[src/rtl/bbox_iterator.sv]
// bbox_iterator: latches a triangle and walks its bounding box in raster order, one sample per cycle.
module bbox_iterator #(
    parameter int SIGFIG = 24,
    parameter int RADIX  = 10,
    parameter int VERTS  = 3,
    parameter int AXIS   = 3,
    parameter int COLORS = 3
) (
    input  logic                     clk,
    input  logic                     rst,
    input  logic signed [SIGFIG-1:0] tri_R14S [VERTS][AXIS],
    input  logic        [SIGFIG-1:0] color_R14U [COLORS],
    input  logic signed [SIGFIG-1:0] box_R14S [2][2],
    input  logic                     validTri_R14H,
    input  logic        [3:0]        subSample_RnnnnU,
    output logic                     halt_RnnnnL,
    output logic signed [SIGFIG-1:0] tri_R16S [VERTS][AXIS],
    output logic        [SIGFIG-1:0] color_R16U [COLORS],
    output logic signed [SIGFIG-1:0] sample_R16S [2],
    output logic                     validSamp_R16H
);
    typedef enum logic {WAIT, TEST} state_t;
    localparam logic [SIGFIG-1:0] STEP8 = SIGFIG'(1) << RADIX;
    localparam logic [SIGFIG-1:0] STEP4 = SIGFIG'(1) << (RADIX - 1);
    localparam logic [SIGFIG-1:0] STEP2 = SIGFIG'(1) << (RADIX - 2);
    localparam logic [SIGFIG-1:0] STEP1 = SIGFIG'(1) << (RADIX - 3);
    state_t                   state_q, state_d;
    logic                     valid_q, valid_d;
    logic signed [SIGFIG-1:0] sample_q [2];
    logic signed [SIGFIG-1:0] sample_d [2];
    logic signed [SIGFIG-1:0] tri_q [VERTS][AXIS];
    logic signed [SIGFIG-1:0] tri_d [VERTS][AXIS];
    logic        [SIGFIG-1:0] color_q [COLORS];
    logic        [SIGFIG-1:0] color_d [COLORS];
    logic signed [SIGFIG-1:0] box_q [2][2];
    logic signed [SIGFIG-1:0] box_d [2][2];
    logic        [SIGFIG-1:0] step_q, step_d, step_sel;
    logic signed [SIGFIG:0]   nx, ny;
    logic                     x_ok, y_ok;
    assign halt_RnnnnL    = (state_q == WAIT) && !rst;
    assign tri_R16S       = tri_q;
    assign color_R16U     = color_q;
    assign sample_R16S    = sample_q;
    assign validSamp_R16H = valid_q;
    assign step_sel = subSample_RnnnnU == 4'b0100 ? STEP4 :
                      subSample_RnnnnU == 4'b0010 ? STEP2 :
                      subSample_RnnnnU == 4'b0001 ? STEP1 : STEP8;
    // One extra bit keeps sums near the positive limit from wrapping negative.
    assign nx   = $signed({sample_q[0][SIGFIG-1], sample_q[0]}) + $signed({1'b0, step_q});
    assign ny   = $signed({sample_q[1][SIGFIG-1], sample_q[1]}) + $signed({1'b0, step_q});
    assign x_ok = nx <= $signed({box_q[1][0][SIGFIG-1], box_q[1][0]});
    assign y_ok = ny <= $signed({box_q[1][1][SIGFIG-1], box_q[1][1]});
    always_comb begin
        state_d  = state_q;
        valid_d  = valid_q;
        sample_d = sample_q;
        tri_d    = tri_q;
        color_d  = color_q;
        box_d    = box_q;
        step_d   = step_q;
        if (state_q == WAIT) begin
            valid_d = 1'b0;
            if (validTri_R14H && halt_RnnnnL) begin
                tri_d       = tri_R14S;
                color_d     = color_R14U;
                box_d       = box_R14S;
                step_d      = step_sel;
                sample_d[0] = box_R14S[0][0];
                sample_d[1] = box_R14S[0][1];
                valid_d     = 1'b1;
                state_d     = TEST;
            end
        end else if (x_ok) begin
            sample_d[0] = nx[SIGFIG-1:0];
        end else if (y_ok) begin
            sample_d[0] = box_q[0][0];
            sample_d[1] = ny[SIGFIG-1:0];
        end else begin
            valid_d = 1'b0;
            state_d = WAIT;
        end
    end
    always_ff @(posedge clk) begin
        if (rst) begin
            state_q  <= WAIT;
            valid_q  <= 1'b0;
            sample_q <= '{default: '0};
            tri_q    <= '{default: '0};
            color_q  <= '{default: '0};
            box_q    <= '{default: '0};
            step_q   <= '0;
        end else begin
            state_q  <= state_d;
            valid_q  <= valid_d;
            sample_q <= sample_d;
            tri_q    <= tri_d;
            color_q  <= color_d;
            box_q    <= box_d;
            step_q   <= step_d;
        end
    end
endmodule
[config.mk]
export PLATFORM = sky130hd
export DESIGN_NAME = bbox_iterator
export DESIGN_NICKNAME = d
export VERILOG_FILES = /design/src/rtl/bbox_iterator.sv
export SDC_FILE = /design/constraint.sdc
export NUM_CORES = 1
export LEC_CHECK = 0
export ABC_AREA = 1
export BUFFER_PORTS_ARGS = -buffer_cell sky130_fd_sc_hd__clkbuf_2
export CAP_MARGIN = 20
export CELL_PAD_IN_SITES_DETAIL_PLACEMENT = 1
export CELL_PAD_IN_SITES_GLOBAL_PLACEMENT = 1
export CORE_AREA = 2 2 286 288
export DETAILED_ROUTE_END_ITERATION = 10
export DIE_AREA = 0 0 288 290
export PLACE_DENSITY = 0.66
export SLEW_MARGIN = 0
export SYNTH_ARGS = -nofsm -noshare
export SYNTH_HDL_FRONTEND = slang
export SYNTH_SLANG_ARGS = --single-unit
[constraint.sdc]
create_clock -name clk -period 4.9 [get_ports clk]
set_input_delay 0.98 -clock clk [delete_from_list [all_inputs] [get_ports clk]]
set_output_delay 0.98 -clock clk [all_outputs]
set_load 0.05 [all_outputs]
==> flow_summary.toml <==
[power_and_ir_drop]
seqPwrFrac = 0.309
combPwrFrac = 0.418
pwr-share-clk = 0.273
leakage_uw = 0.01266
power_uw = 14450
powerDensity_nw_per_um2 = 606.6
power_switching_uw = 6557
max-vdd-ir-drop_uv = 314.4
p_int_uw = 7891
switching_share = 0.4538

[hold_path]
hp-class = "reg2reg"
hold_end = "box_q[92]$_SDFFE_PP0P_"
worstHoldPathCells = 2
min-delay-start = "box_q[92]$_SDFFE_PP0P_"

[die]
coreArea_um2 = 80160
start_util = 0.2174
fp.dieH_um = 290
die_x_um = 288
fp-row-count = 104
io_pins = 729
dieArea_um2 = 83520

[place]
place_ws_ns = 0.4796
hpwl_um = 57010
gp_congestion = 0.8455
io_buffers = 728

[sta]
rsz0062_at_grt = "no"
hold_viol = 0
tns_ns = 0
period_minus_slack_ns = 4.398
slew_viol_final = 0
fmax_mhz = 227.4
clock_skew_ns = 0.02371
setup_viol_count_final = 0
relSlewSlack = 0.4199
fin_worst_hold_slack_ns = 0.4530
fin_crit_sh = 0.8975
tightest_slew_ns = 0.8702
fin_ws_ns = 0.5021

[synth]
synth_area_leaders = "dfxtp_1 (48%), nand2_1 (19%), nand3_1 (11%)"
postSynthNetCount = 2883
synth_seq_area_share = 0.4755
synth-simple-area-share = 0.3472
synth_edf_count = 0
yosysTopAreaCell = "dfxtp_1"
synth_compound_area_frac = 0.05312
yosys.area_share.adder = 0.04393
synth_top_area_share = 0.4755
synth_top_flop_cell = "dfxtp_1"
synth_area_um2 = 17430
yosys-mux-area-fraction = 0
synth_cell_type_count = 37
syn-instance-count = 2432
syn_area_per_cell_um2 = 7.167
synth_xor_area_frac = 0.007538
async_flop_share = 0
synth_top_family_by_area = "simple AND/OR/NAND/NOR gates"
yosys_warnings = 0
ys_ff_latch = 414

[global_routing]
track_usage = 0.1753
globalRouteOverflowTotal = 0
grt_pass1_vias = 18470
grt_max_degree = 155
antenna_found_initial = 23
grt_pass1_wl_um = 113300

[worst_setup_path]
cp.depth = 24
r2r_start = "step_q[7]$_SDFFE_PP0P_"
r2r_cells = 24
max_stage_delay_ns = 0.43
crit_slowest_cell = "nand2_4"
cp_common_cell = "nand2_1"
crit_path_start = "step_q[7]$_SDFFE_PP0P_"
r2r_setup_slack_ns = 0.50
cp_num_buf_inv = 4
end_kind = "flop"
required_ns = 5.38
crit_arrival_ns = 4.88
r2r_end = "sample_R16S[16]$_SDFFE_PP0P_"
worst_setup_path_start_kind = "flop"
crit_chain = "ha_1 -> inv_1 -> fa_1 -> nand3b_1 -> nand2_1 -> nand2_1 -> nor2_1 -> nand3b_1 -> xor2_1 -> inv_1 -> ha_1 -> nand2_1 -> inv_1 -> nand3_1 -> nor3_1 -> nand2_1 -> nand3_1 -> nand2_2 -> nand2_2 -> nand2_2 -> nand2_4 -> inv_2 -> nor2_1 -> nor2_1"
crit_type = "reg2reg"
critPathMaxFanout = 31
cpLargestDelayFamily = "simple AND/OR/NAND/NOR gates"

[cts]
clock-sinks = 414
root_buffer = "clkbuf_16"
cts_tree = "done"
ctsResizeCount = 0
cts_hold_buf = 0
cts_buffers = 53
clock_latency_ns = 0.60
cts_max_level = 2
clockBufferDepth = 3
post_cts_buffers = 0
path_clk_slew_ns = 0.06

[layout]
drive_gt1_frac = 0.2689
num-nets-final = 3535
synthToLayoutAreaGrowth_pct = 36.67
post-route-util = 0.2972

[run]
max_cap_violations = 0

[drt]
wl_um = 75420
final_antenna_net_count = 0
drt-vias-per-instance = 4.344
wl_per_cell_um = 18.00
first_pass_iters = 4
vias = 18210
drc = 0
drt-initial-drc-count = 782

[run_status]
status = "finished, final reports clean"
## metrics by stage
stage          instances  area [um2]
2_1_floorplan       2432       17430
3_3_place_gp        4089       22060
3_5_place_dp        4089       22060
4_1_cts             4176       23780
5_1_grt             4182       23800
6_report            4191       23820
## kinds of logic after synthesis
| group | after synthesis |
|---|---|
| flops | 414 |
| compound gates | 178 |
| xor+xnor | 15 |
| fa+ha+maj | 60 |
| simple gates | 1441 |
| buf+inv | 324 |
## sequential cells by signal (all words and copies together), names as in the netlist
| name | flops |
|---|---|
| box_q | 72 |
| color_R16U | 72 |
| sample_R16S | 48 |
| state_q | 1 |
| step_q | 4 |
| tri_R16S | 216 |
| validSamp_R16H | 1 |
## worst max-delay path by stage
| stage | to | slack, ns |
|---|---|---|
| final | sample_R16S[16]$_SDFFE_PP0P_ | 0.50 |
| after global routing | sample_R16S[19]$_SDFFE_PP0P_ | 0.11 |
| after CTS | sample_R16S[16]$_SDFFE_PP0P_ | 0.44 |
| after detailed placement | sample_R16S[16]$_SDFFE_PP0P_ | 0.48 |
| after global placement | sample_R16S[18]$_SDFFE_PP0P_ | 0.67 |
| after floorplan | sample_R16S[15]$_SDFFE_PP0P_ | 0.97 |
## power by group through the flow
stage          logic, uW  registers, uW  clock network, uW
5_1_grt             6630           4550               4210
4_1_cts             6130           4470               4080
2_1_floorplan       2520           6260                  0
3_5_place_dp        6110           4540                  0
6_report            6040           4470               3940
3_3_place_gp        6050           4520                  0
## worst min-delay path: stages (launching register included)
cell and delay [ns]:
dfxtp_1 0.30, inv_1 0.06, a21oi_1 0.05
## cells in the mapped netlist, types with 2 or more instances
cell,count
nand2_2,3
xnor2_1,2
nor2_1,120
nor4_1,4
and2_1,5
nor3_1,11
nand2_1,885
o22ai_1,7
inv_2,2
o21ai_0,74
dfxtp_1,414
nand4_1,22
buf_2,4
ha_1,58
nand3b_1,12
a21o_1,5
a21oi_1,86
xor2_1,13
fa_1,2
or2_2,2
clkbuf_1,128
o21bai_1,2
buf_1,13
buf_6,6
nand3_1,371
inv_1,170
## layout by cell type (no fill, tap or decap), drive strengths merged, types with 2 or more instances in the layout
master,n
o21bai,2
nor2,121
dfxtp,414
nor3,11
inv,173
o21ai,74
xor2,13
nand3b,12
or2,3
o22ai,7
xnor2,2
nand2,889
nand4,23
nand3,372
and2,6
clkinv,5
a21o,5
clkinvlp,4
diode,15
ha,58
fa,2
buf,20
clkbuf,801
bufinv,5
a21oi,86
nor4,4
## area by class of cell
type / count / area (um2)
diodes: 15 / 37.54
clock buffers: 73 / 1481
clock inverters: 14 / 245.2
fillers: 10130 / 56340
inverters: 173 / 664.4
multi-input cells: 1694 / 7883
flip-flops and latches: 414 / 8289
well taps: 1060 / 1326
repair buffers: 748 / 3894
## routing by layer
metal  wire (um)  GRT usage  vias up
li1            -          -     9069
met1       30310     0.1993     8509
met2       36700     0.3025      463
met3        5438    0.05550      149
met4        2875    0.06938       16
met5         102          0        -
(Power assumes the default switching activity.)
